File: src/rtl/nibble_serial_adder.sv
// Serial adder: adds two W-bit operands one 4-bit slice per clock.
// Valid/ready handshakes on the operand input and on the result output.
module nibble_serial_adder #(
    parameter int unsigned NIBBLES = 4
) (
    input  logic                   clk,
    input  logic                   rst,
    input  logic                   in_valid,
    output logic                   in_ready,
    input  logic [4*NIBBLES-1:0]   A,
    input  logic [4*NIBBLES-1:0]   B,
    input  logic                   Cin,
    output logic                   out_valid,
    input  logic                   out_ready,
    output logic [4*NIBBLES-1:0]   Sum,
    output logic                   Carry,
    output logic                   busy
);

    localparam int unsigned W  = 4 * NIBBLES;
    localparam int unsigned CW = (NIBBLES > 1) ? $clog2(NIBBLES) : 1;

    typedef enum logic [1:0] {
        IDLE = 2'd0,
        RUN  = 2'd1,
        DONE = 2'd2
    } state_e;

    state_e          state_q, state_d;
    logic [W-1:0]    a_q, a_d;
    logic [W-1:0]    b_q, b_d;
    logic [W-1:0]    sum_q, sum_d;
    logic [CW-1:0]   cnt_q, cnt_d;
    logic            rc_q, rc_d;
    logic            carry_q, carry_d;
    logic            in_ready_q, in_ready_d;
    logic            out_valid_q, out_valid_d;
    logic            busy_q, busy_d;

    logic [3:0]      a_sl;
    logic [3:0]      b_sl;
    logic [4:0]      slice;

    always_ff @(posedge clk) begin
        if (rst) begin
            state_q     <= IDLE;
            a_q         <= '0;
            b_q         <= '0;
            sum_q       <= '0;
            cnt_q       <= '0;
            rc_q        <= 1'b0;
            carry_q     <= 1'b0;
            in_ready_q  <= 1'b1;
            out_valid_q <= 1'b0;
            busy_q      <= 1'b0;
        end else begin
            state_q     <= state_d;
            a_q         <= a_d;
            b_q         <= b_d;
            sum_q       <= sum_d;
            cnt_q       <= cnt_d;
            rc_q        <= rc_d;
            carry_q     <= carry_d;
            in_ready_q  <= in_ready_d;
            out_valid_q <= out_valid_d;
            busy_q      <= busy_d;
        end
    end

    always_comb begin
        state_d = state_q;
        a_d     = a_q;
        b_d     = b_q;
        sum_d   = sum_q;
        cnt_d   = cnt_q;
        rc_d    = rc_q;
        carry_d = carry_q;
        a_sl    = 4'd0;
        b_sl    = 4'd0;

        // Select the current slice of each latched operand
        for (int i = 0; i < NIBBLES; i++) begin
            if (cnt_q == CW'(i)) begin
                a_sl = a_q[4*i +: 4];
                b_sl = b_q[4*i +: 4];
            end
        end
        slice = {1'b0, a_sl} + {1'b0, b_sl} + {4'd0, rc_q};

        case (state_q)
            IDLE: begin
                if (in_valid) begin
                    a_d     = A;
                    b_d     = B;
                    rc_d    = Cin;
                    cnt_d   = '0;
                    state_d = RUN;
                end
            end
            RUN: begin
                for (int i = 0; i < NIBBLES; i++) begin
                    if (cnt_q == CW'(i)) begin
                        sum_d[4*i +: 4] = slice[3:0];
                    end
                end
                rc_d = slice[4];
                if (cnt_q == CW'(NIBBLES - 1)) begin
                    carry_d = slice[4];
                    state_d = DONE;
                end else begin
                    cnt_d = cnt_q + CW'(1);
                end
            end
            DONE: begin
                if (out_ready) begin
                    state_d = IDLE;
                end
            end
            default: state_d = IDLE;
        endcase

        in_ready_d  = (state_d == IDLE);
        out_valid_d = (state_d == DONE);
        busy_d      = (state_d == RUN) || (state_d == DONE);
    end

    assign in_ready  = in_ready_q;
    assign out_valid = out_valid_q;
    assign busy      = busy_q;
    assign Sum       = sum_q;
    assign Carry     = carry_q;

endmodule
File: config.mk
export PLATFORM = sky130hd
export DESIGN_NAME = nibble_serial_adder
export DESIGN_NICKNAME = d
export VERILOG_FILES = /design/src/rtl/nibble_serial_adder.sv
export SDC_FILE = /design/constraint.sdc
export NUM_CORES = 1
export LEC_CHECK = 0
export ABC_AREA = 1
export CAP_MARGIN = 40
export CORE_ASPECT_RATIO = 0.7
export CORE_UTILIZATION = 50
export CTS_CLUSTER_DIAMETER = 200
export CTS_CLUSTER_SIZE = 28
export DETAILED_ROUTE_END_ITERATION = 10
export PLACE_DENSITY = 0.76
export SLEW_MARGIN = 20
export SYNTH_ARGS = -nofsm -noshare
export SYNTH_HDL_FRONTEND = slang
export SYNTH_SLANG_ARGS = --single-unit
File: constraint.sdc
create_clock -name clk -period 3.35 [get_ports clk]
set_input_delay 0.67 -clock clk [delete_from_list [all_inputs] [get_ports clk]]
set_output_delay 0.67 -clock clk [all_outputs]
set_load 0.02 [all_outputs]
==> results of run 1 <==
[path summary, 6_finish.rpt]
| kind | slack, ps | from | cells after the start | endpoint |
|---|---|---|---|---|
| worst max-delay path | 740 | cnt_q[0] | 10 | Sum[2] |
| worst max register to register | 740 | cnt_q[0] | 10 | Sum[2] |
| worst min-delay path | 490 | b_q[11] | 2 | b_q[11] |
| worst min register to register | 490 | b_q[11] | 2 | b_q[11] |
[per-stage QoR]
| stage | setup slack (ps) | total power (uW) | utilization, % | hold WS [ps] |
|---|---|---|---|---|
| 2_1_floorplan | 1030 | 975 | - | 454 |
| 3_3_place_gp | 874 | 1090 | 64.5 | 475 |
| 3_5_place_dp | 783 | 1090 | 64.5 | 479 |
| 4_1_cts | 779 | 1730 | 68.5 | 496 |
| 5_1_grt | 510 | 1800 | 68.5 | 517 |
| 6_report | 738 | 1720 | 68.5 | 492 |
[registers in the layout (all words and copies together) (netlist names)]
| register | flops |
|---|---|
| b_q | 16 |
| busy | 1 |
| state_q | 2 |
| Sum | 16 |
| rc_q | 1 |
| cnt_q | 2 |
| Carry | 1 |
| out_valid | 1 |
| in_ready | 1 |
| a_q | 16 |
[logic make-up after synthesis]
| family | share of synthesized area (%) |
|---|---|
| AO/OA/AOI/OAI | 15.7 |
| AND/OR/NAND/NOR | 26.8 |
| XOR/XNOR | 0.342 |
| adder cells (fa/ha/maj) | 5.96 |
| buffers and inverters | 6.64 |
| flip-flops | 44.5 |
[tightest hold or removal path, cell delays in order, from the launching register on]
cell	delay [ps]
dfxtp_1	330
nor2_1	50
nor2_1	80
[cell type report]
cell class	instances	area, um2
tap	69	86.3
sequential	57	1140
timing repair buffer	57	568
inverter	23	88.8
fill	406	1530
clock inverter	5	55.1
clock buffer	11	141
multi-input combinational	244	1250
[power by group]
part	switching (uW)	internal (uW)	leakage, uW	total, uW
Combinational	190	138	0.000887	328
Sequential	31.5	726	0.000469	758
Clock	271	360	0.0000953	632
Total	493	1220	0.00145	1720
[routing by layer]
layer / vias up / GRT usage [%] / part of all wire [%]
met5: - / 0 / 0
met4: 0 / 9.60 / 1.1
met3: 5 / 8.85 / 6.9
met2: 91 / 33.8 / 40
met1: 1070 / 34.6 / 52
li1: 1196 / - / -
[layout by cell type (no fill, tap or decap)]
master,n
o211ai_1,7
o21a_1,4
clkinv_2,2
dfxtp_1,57
nand3_4,1
fa_1,2
clkbuf_1,1
o21ai_1,6
nor2_2,1
nor2_8,1
nor2_4,5
nand2_1,34
nand3b_1,1
a21oi_1,17
bufinv_16,1
or2_2,1
nor2_1,102
xor2_1,1
buf_4,1
o21ai_0,41
nand3_1,9
clkdlybuf4s50_1,56
clkbuf_8,10
inv_2,9
nand2_4,1
inv_1,13
nand2_2,1
ha_1,9
inv_4,1
clkinvlp_4,2
==> results.md, run 1 <==
- Synth top area share: 44.5%
- Mapped Cells: 337
- Post-Route WL: 6120 um
- Clk_lat worst skew: 340 ps
- Largest net degree at the start of global routing: 52
- DRC viols: 0
- Max stage delay on crit path: 420 ps
- Die Span Y: 61.9 um
- Initial Util: 52.7%
- Avg WL per Cell: 13.1 um
- Syn Nets: 385
- Critical Path AT: 2890 ps
- Critical-path maximum fanout: 9
- Final cell count without fillers: 466
- TNS Setup: 0 ps
- Max cap viols: 0
- Status: finished, final reports clean
- RSZ-0062 raised after global routing: no
- Clk sinks: 57
- Leakage: 0.00145 uW
- Crit-path cells: inv_1 > ha_1 > inv_2 > o211ai_1 > nand2_1 > fa_1 > fa_1 > xor2_1 > nor2_1 > nor2_1
- Area of placed instances: 3140 um2
- Skew final: 8.12 ps
- Worst slew pin tran: 686 ps
- Cell family with most CP delay: adder cells
- Synth Flop Type: dfxtp_1
- # diodes: 0
- Peak VDD IR: 0.331 mV
- Root Buffer: clkbuf_8
- 1st-pass router iterations: 4
- Hold Fails Final Rpt: 0
- Final setup violation count: 0
- Number of global-route vias before repair: 1978
- First-pass GRT wire length: 9460 um
- FMAX: 0.383 GHz
- Area growth syn-to-layout: 30.0%
- Total GRT Usage: 24.4%
- # rows: 21
- Fin crit period: 2610 ps
- Via count: 2362
- Most frequent cell after synthesis: nor2_1
- Critical-path top delay cell: fa_1
- Post_cts resized: 0
- Synth area leaders: dfxtp_1 45%, nor2_1 15%, o21ai_0 8.0%, nand2_1 5.0%, ha_1 4.4%
- CTS tree: built
- FF+latch count, synth: 57
- Worst endpoint required time: 3630 ps
- Leading area contributor after synthesis: dfxtp_1
- Post-route ant nets: 0
- Synth top cells by count: 102 x nor2_1, 57 x dfxtp_1, 41 x o21ai_0, 34 x nand2_1, 17 x a21oi_1
- Core Area: 4860 um2
- GP Congestion: 0.950
- Cell variety after synth: 27
- EDFF count, synth: 0
- CTS H-tree depth: 3
- I/O pin cnt: 57
- CTS Hold Bufs: 0
- Post-CTS setup buffer count: 0
- Power per cell area: 515 nW/um2
- CTS max path bufs: 2
- Share of cells above drive strength 1: 9.32%
- Max-slew violation count: 0
- Total gr overflow: 0
- Sequential area share after synthesis: 44.5%
- Slew headroom: 54.2%
- Post-Syn Area: 2560 um2
- Die extent in x: 87.6 um
- DRT iter0 DRCs: 187
- Via-per-instance ratio: 5.07
- Port bufs: 56
- Die ar.: 5420 um2
- TritonCTS buffer count: 9
- Fin area: 3330 um2
- Period utilization: 78.0%
- Worst Setup Start Kind: register
- HPWL Detailed: 4360 um
- Number of cells after detailed placement: 450
- Reg clk slew, reported paths: 60 ps
- Yosys warning count: 0
- Initial antenna violation count: 0
- Worst hold path class: register to register
- CP endpoint kind: register
- Critical path type: register to register
- Nets: 440
- Async SR Flop Fraction: 0%
- Mapped Avg Cell Area: 7.60 um2
- CP bufs+invs: 2
Note: power is estimated with default switching activity, not from simulation.
==> run 2: changes to the inputs <==
==> constraint.sdc (replaced) <==
create_clock -name clk -period 2.7 [get_ports clk]
set_input_delay 0.54 -clock clk [delete_from_list [all_inputs] [get_ports clk]]
set_output_delay 0.54 -clock clk [all_outputs]
set_load 0.02 [all_outputs]
==> results.md, run 2 (same netlist as run 1, synthesis figures left out) <==
- Avg WL per Cell: 13.3 um
- Die extent in x: 87.6 um
- Via count: 2356
- Post-place setup slack: 66.5 ps
- CTS H-tree depth: 3
- Clk sinks: 57
- Reg clk slew, reported paths: 60 ps
- Peak VDD IR: 0.289 mV
- Total gr overflow: 0
- Root Buffer: clkbuf_8
- GP Congestion: 0.927
- Hold Fails Final Rpt: 0
- Via-per-instance ratio: 5.01
- Die Span Y: 61.9 um
- Max cap viols: 0
- Share of cells above drive strength 1: 11.2%
- TritonCTS buffer count: 9
- Worst hold path class: register to register
- Nets: 445
- FMAX: 0.391 GHz
- Final setup violation count: 0
- # rows: 21
- Status: finished, final reports clean
- Clk_lat worst skew: 340 ps
- Worst Setup Start Kind: register
- Initial antenna violation count: 0
- Critical-path maximum fanout: 7
- Final hold slack: 486 ps
- I/O pin cnt: 57
- Period utilization: 94.8%
- Post-route ant nets: 0
- DRC viols: 0
- Worst endpoint required time: 2970 ps
- Max-slew violation count: 0
- Initial Util: 52.7%
- Worst Setup Slack, final: 141 ps
- Power after layout: 2150 uW
- Largest net degree at the start of global routing: 34
- CP endpoint kind: register
- Die ar.: 5420 um2
- Number of global-route vias before repair: 2076
- Core Area: 4860 um2
- DRT iter0 DRCs: 161
- Commonest non-fill, non-tap cell in the layout: nor2_1
- Skew final: 7.24 ps
- Slew headroom: 77.0%
- Worst slew pin tran: 344 ps
- CTS tree: built
- HPWL Detailed: 4480 um
- Post-Route WL: 6230 um
- Total GRT Usage: 24.5%
- Critical Path AT: 2830 ps
- Port bufs: 56
- Leakage: 0.00148 uW
- 1st-pass router iterations: 4
- Fin crit period: 2560 ps
- Area growth syn-to-layout: 32.5%
- # diodes: 0
- Power per cell area: 634 nW/um2
- Commonest non-fill, non-tap cells in the layout: 102 x nor2_1, 57 x dfxtp_1, 56 x clkdlybuf4s50_1
- CTS Hold Bufs: 0
- First-pass GRT wire length: 9660 um
- CTS max path bufs: 2
- Critical path type: register to register
[run 2: cell types whose count changed in the layout (fill, tap and decap cells not counted), moves of 2 or more]
cell / previous run / this run
buf_4: 1 / 5
clkinvlp_4: 2 / 0
ha_2: 0 / 3
ha_1: 9 / 6
[run 2: power breakdown]
group          total, uW  internal, uW  switching [uW]
Combinational        423           184             240
Sequential           940           901            39.4
Clock                789           468             321
Total               2150          1550             600
[run 2: metrics by stage]
stage	instance area [um2]	TNS (ps)	utilization (%)	std cells
2_1_floorplan	2560	0	-	337
3_3_place_gp	3170	0	65.2	453
4_1_cts	3370	0	69.2	468
6_report	3400	0	69.9	470
5_1_grt	3400	-59.5	69.9	470
3_5_place_dp	3170	0	65.2	453
[run 2: worst paths after layout]
| kind | cells past startpoint | start | slack (ps) | end |
|---|---|---|---|---|
| max | 11 | cnt_q[1] | 140 | Sum[2] |
| min | 2 | a_q[15] | 490 | a_q[15] |
| max reg2reg | 11 | cnt_q[1] | 140 | Sum[2] |
| min reg2reg | 2 | a_q[15] | 490 | a_q[15] |
[run 2: critical path, cell delays in order (launching register included)]
cell	delay (ps)
dfxtp_1	400
inv_1	90
ha_1	280
inv_2	140
nand2_1	60
o211ai_1	70
a21oi_1	110
fa_1	440
fa_1	440
xor2_2	250
nor2_1	100
nor2_1	120
[run 2: layout make-up]
class / instances / area [um2]
multi-input combinational: 244 / 1270
fill: 398 / 1470
tap: 69 / 86.3
clock buffer: 12 / 155
clock inverter: 3 / 40.0
inverter: 23 / 88.8
timing repair buffer: 62 / 618
sequential: 57 / 1140
[run 2: routing by layer]
metal / global-route usage, % / wire [um]
met1: 35.1 / 3230
met2: 35.4 / 2520
met3: 6.87 / 403
met4: 8.43 / 82
met5: 0 / 0
[run 2: timing repair]
item                       CTS  global route
resized for setup            0             4
setup endpoints to repair    0             4
buffers inserted             0             2
==> run 3: changes to the inputs <==
--- a/config.mk
+++ b/config.mk
@@ -12,6 +12,7 @@
 export CTS_CLUSTER_DIAMETER = 200
 export CTS_CLUSTER_SIZE = 28
 export DETAILED_ROUTE_END_ITERATION = 10
+export HOLD_SLACK_MARGIN = 0.03
 export PLACE_DENSITY = 0.76
 export SLEW_MARGIN = 20
 export SYNTH_ARGS = -nofsm -noshare
==> results of run 3 <==
No change in the layout: final DEF, timing and power equal those of run 2.
==> RTL edit 1, RTL diff (flow settings as in run 3) <==
Set the parameter `NIBBLES` to 8 (it was 4).
--- a/src/rtl/nibble_serial_adder.sv
+++ b/src/rtl/nibble_serial_adder.sv
@@ -3,3 +3,3 @@
 module nibble_serial_adder #(
-    parameter int unsigned NIBBLES = 4
+    parameter int unsigned NIBBLES = 8
 ) (
Ports: changed (resized A, B and Sum); port bits go from 57 to 105. The function was not compared with the original's and may differ.
==> RTL edit 1 against run 3 <==
Worst setup slack got worse by 0.090 ns. Core utilization rose by 3.4 points. Synthesized area grew 89%. Via count up 99%. Total power increased by 84%. Combinational power increased by 140%. Hold slack lost 0.023 ns. First-iteration DRC count increased by 110%. Die area rose by 87%. Design area increased by 100%. Wire length rose by 110%. Sequential cell count is 49 higher. Critical path type unchanged. Critical endpoint is now Sum[27]. Highest routed layer unchanged.
==> RTL edit 1: results (changes against run 3) <==
outcome -> finished, final reports clean
Syn Inst Count -> 671 (+99%)
largest net degree at the start of global routing -> 57 (+68%)
crit path DAT -> 2.89 ns (+0.06 ns)
CP peak stage delay -> 0.40 ns (-0.04 ns)
RD Place Congestion -> 0.874 (-5.7%)
port bufs -> 104 (+86%)
dominant cells by area after synthesis -> dfxtp_1 (44%), nor2_1 (14%), o21ai_0 (9.1%)
share of layout cells above drive strength 1 -> 18.5% (+7.3 points)
Synth Net Count -> 753 (+96%)
post-DP HPWL -> 9.07 mm (+100%)
LEAKAGE -> 2.99 nW (+100%)
slowest CP cell -> dfxtp_4
first-pass GRT wire length -> 20.4 mm (+110%)
Placed Area -> 6140 um^2 (+94%)
Seq/Total Area, Yosys -> 43.7% (-0.82 points)
Synth cell types -> 39 (+44%)
root buffer cell -> clkbuf_16
Post-synth top cells -> nor2_1 (185), dfxtp_1 (106), nand2_1 (89)
vias per cell -> 5.07 (+1.2%)
worst clock skew -> 0.00806 ns (+0.000816 ns)
Critical Path Fanout Max -> 8 (+1)
Worst Reg-to-Reg Cells -> 16 (+5)
gr usage total -> 25.5% (+1.0 points)
Worst-Margin Slew -> 0.532 ns (+0.188 ns)
DR pass1 iterations -> 5 (+1)
-- RTL edit 1: cell type report --
cell class | count | area share [%]
multi-input cells | 474 | 38.3
clock buffers | 12 | 3.64
flip-flops and latches | 106 | 31.4
repair buffers | 144 | 20.4
well taps | 124 | 2.29
inverters | 59 | 3.56
clock inverters | 4 | 0.406
-- RTL edit 1: worst paths after layout --
path	startpoint	endpoint	slack, ns
worst max register to register	cnt_q[1]	Sum[27]	0.05
worst max-delay path	cnt_q[1]	Sum[27]	0.05
worst min register to register	b_q[7]	b_q[7]	0.46
worst min-delay path	b_q[7]	b_q[7]	0.46
-- RTL edit 1: kinds of logic after synthesis --
kind of cell / share of synthesized area, %
and+or+nand+nor: 29.3
AOI/OAI and AO/OA: 14.4
DFF: 43.7
buffers and inverters: 8.38
adders and majority gates: 3.66
xor gates and xnor gates: 0.516
-- RTL edit 1: what timing repair did --
item	in CTS	in global routing
setup endpoints to repair	26	26
pin swaps	4	37
setup buffers	2	5
resized for setup	25	59
-- RTL edit 1: per-stage QoR --
| stage | util [%] | setup slack [ns] |
|---|---|---|
| 3_3_place_gp | 66.3 | -0.0374 |
| 6_report | 73.3 | 0.0513 |
| 2_1_floorplan | - | 0.0251 |
| 3_5_place_dp | 66.3 | -0.183 |
| 5_1_grt | 73.3 | -0.0611 |
| 4_1_cts | 70.4 | 0.0124 |
-- RTL edit 1: report_power, final --
part           internal (mW)  leakage, nW  total [mW]  switching (mW)
registers               1.67        0.873        1.73          0.0603
clock network          0.650        0.125        1.22           0.571
logic                  0.440         1.99        1.00           0.565
-- RTL edit 1: per-layer routing --
layer	GRT usage (%)	share of wire, %	up-vias
met2	40.1	46	125
met4	9.20	2.1	0
met5	0	0	-
met1	34.0	47	2163
li1	-	-	2373
met3	6.32	5.7	23
==> RTL edit 2, RTL diff (config.mk and constraints of run 3) <==
Without the edit above. The 3 states of `state_e` get a one-hot encoding in 3 bits.
--- a/src/rtl/nibble_serial_adder.sv
+++ b/src/rtl/nibble_serial_adder.sv
@@ -22,6 +22,6 @@
 
-    typedef enum logic [1:0] {
-        IDLE = 2'd0,
-        RUN  = 2'd1,
-        DONE = 2'd2
+    typedef enum logic [2:0] {
+        IDLE = 3'b001,
+        RUN  = 3'b010,
+        DONE = 3'b100
     } state_e;
Function: no difference found for any inputs over 10 cycles, from zero or initial values and one cycle with rst high; not proved beyond that.
==> RTL edit 2 against run 3 <==
Via count increased by 4.1%. Wire length increased by 2.1%. Worst setup slack improved by 0.072 ns. Design area increased by 0.85%. Sequential cell count increased by 1. Total power decreased by 4.9%. Critical endpoint is now Sum[14]. Clock power increased by 2%. Synthesized area decreased by 0.15%.
==> RTL edit 2: results (changes against run 3) <==
port bufs -> 56 (unchanged)
share of layout cells above drive strength 1 -> 9.55% (-1.7 points)
diodes inserted -> 0 (unchanged)
vias per cell -> 5.03 (+0.28%)
LEAKAGE -> 1.45 nW (-2.3%)
first-pass GRT wire length -> 10.3 mm (+6.3%)
number of global-route vias before repair -> 2116 (+1.9%)
crit path DAT -> 2.75 ns (-0.08 ns)
CTS Buf Count -> 9 (unchanged)
DP Worst Slack -> 0.122 ns (+0.0553 ns)
hold-critical path depth -> 2 (unchanged)
min-delay worst type -> flop to flop
met3 usage -> 8.72% (+1.8 points)
RD Place Congestion -> 0.920 (-0.70%)
nets@finish -> 460 (+3.4%)
WL met1 -> 3.30 mm (+2.0%)
CTS H-tree lvls -> 3 (unchanged)
clk_lat worst skew -> 0.34 ns (about the same)
gr usage total -> 25.9% (+1.4 points)
sink of the worst hold path -> Sum[5]
worst clock skew -> 0.00621 ns (-0.00103 ns)
reg2reg end -> Sum[14]
Worst Reg-to-Reg Cells -> 10 (-1)
Met2 Routed Length -> 2.59 mm (+3.0%)
worst min-delay path startpoint -> Sum[5]
Synth cell types -> 23 (-15%)
Warnings, synthesis -> 0 (unchanged)
met3 WL -> 383 um (-5.0%)
largest net degree at the start of global routing -> 37 (+8.8%)
clock buffer depth -> 2 (unchanged)
M2 GR Usage -> 37.7% (+2.3 points)
initial antenna violation count -> 0 (unchanged)
setup slack, reg-to-reg -> 0.21 ns (+0.07 ns)
outcome -> finished, final reports clean
Min Hold Slack -> 0.471 ns (-0.0141 ns)
worst vdd ir -> 0.000302 V (+4.6%)
GR met1 Demand/Resource -> 36.2% (+1.2 points)
Seq/Total Area, Yosys -> 45.4% (+0.85 points)
worst r2r src -> cnt_q[1]
dominant cells by area after synthesis -> dfxtp_1 (45%), nor2_1 (12%), nand2_1 (9.4%)
final WL -> 6.36 mm (+2.1%)
Post-synth top cells -> nor2_1 (79), nand2_1 (64), dfxtp_1 (58)
Synth Net Count -> 397 (+3.1%)
post-DP HPWL -> 4.65 mm (+3.8%)
number of DRC markers in iteration 0 -> 150 (-6.8%)
Slew HR -> 65.1% (-12 points)
RTL edit 2: worst max path at each step:
stage                  start  cells past startpoint  slack, ns       to
detailed placement  cnt_q[0]                     10       0.12   Sum[6]
global placement    cnt_q[1]                      9       0.20  Sum[10]
global route        cnt_q[1]                     10      -0.02  Sum[14]
finish              cnt_q[1]                     10       0.21  Sum[14]
CTS                 cnt_q[0]                      9       0.09  Sum[10]
floorplan           cnt_q[1]                     11       0.35   Sum[2]
RTL edit 2: worst min-delay path, delay by kind of cell (launching register included):
| kind | cells | cell delay, ns |
|---|---|---|
| DFF | 1 | 0.31 |
| and+or+nand+nor | 1 | 0.06 |
| AOI/OAI and AO/OA | 1 | 0.06 |
RTL edit 2: timing repair:
action,in CTS,in global routing
endpoints found under the setup margin,0,6
buffers inserted,0,3
gates resized for setup,0,9
RTL edit 2: layout make-up:
type                    count  area, um^2
fillers                   409        1440
multi-input cells         250        1230
flip-flops and latches     58        1160
repair buffers             65         628
clock buffers              14         163
inverters                  30         116
well taps                  69        86.3
clock inverters             2        35.0
RTL edit 2: stage by stage:
step                      std cells  cell area, um^2
after detailed placement        469             3170
after CTS                       485             3370
after global placement          469             3170
final                           488             3420
after floorplan                 351             2560
after global routing            488             3420
RTL edit 2: cells by family after synthesis:
group,share of synthesized area (%)
AOI/OAI and AO/OA,15.5
and+or+nand+nor,26.3
adders and majority gates,4.99
xor gates and xnor gates,0.342
DFF,45.4
buffers and inverters,7.53
RTL edit 2: power by group:
part | switching (mW) | internal, mW
Clock | 0.325 | 0.476
Sequential | 0.0378 | 0.909
Combinational | 0.167 | 0.132
Total | 0.530 | 1.52
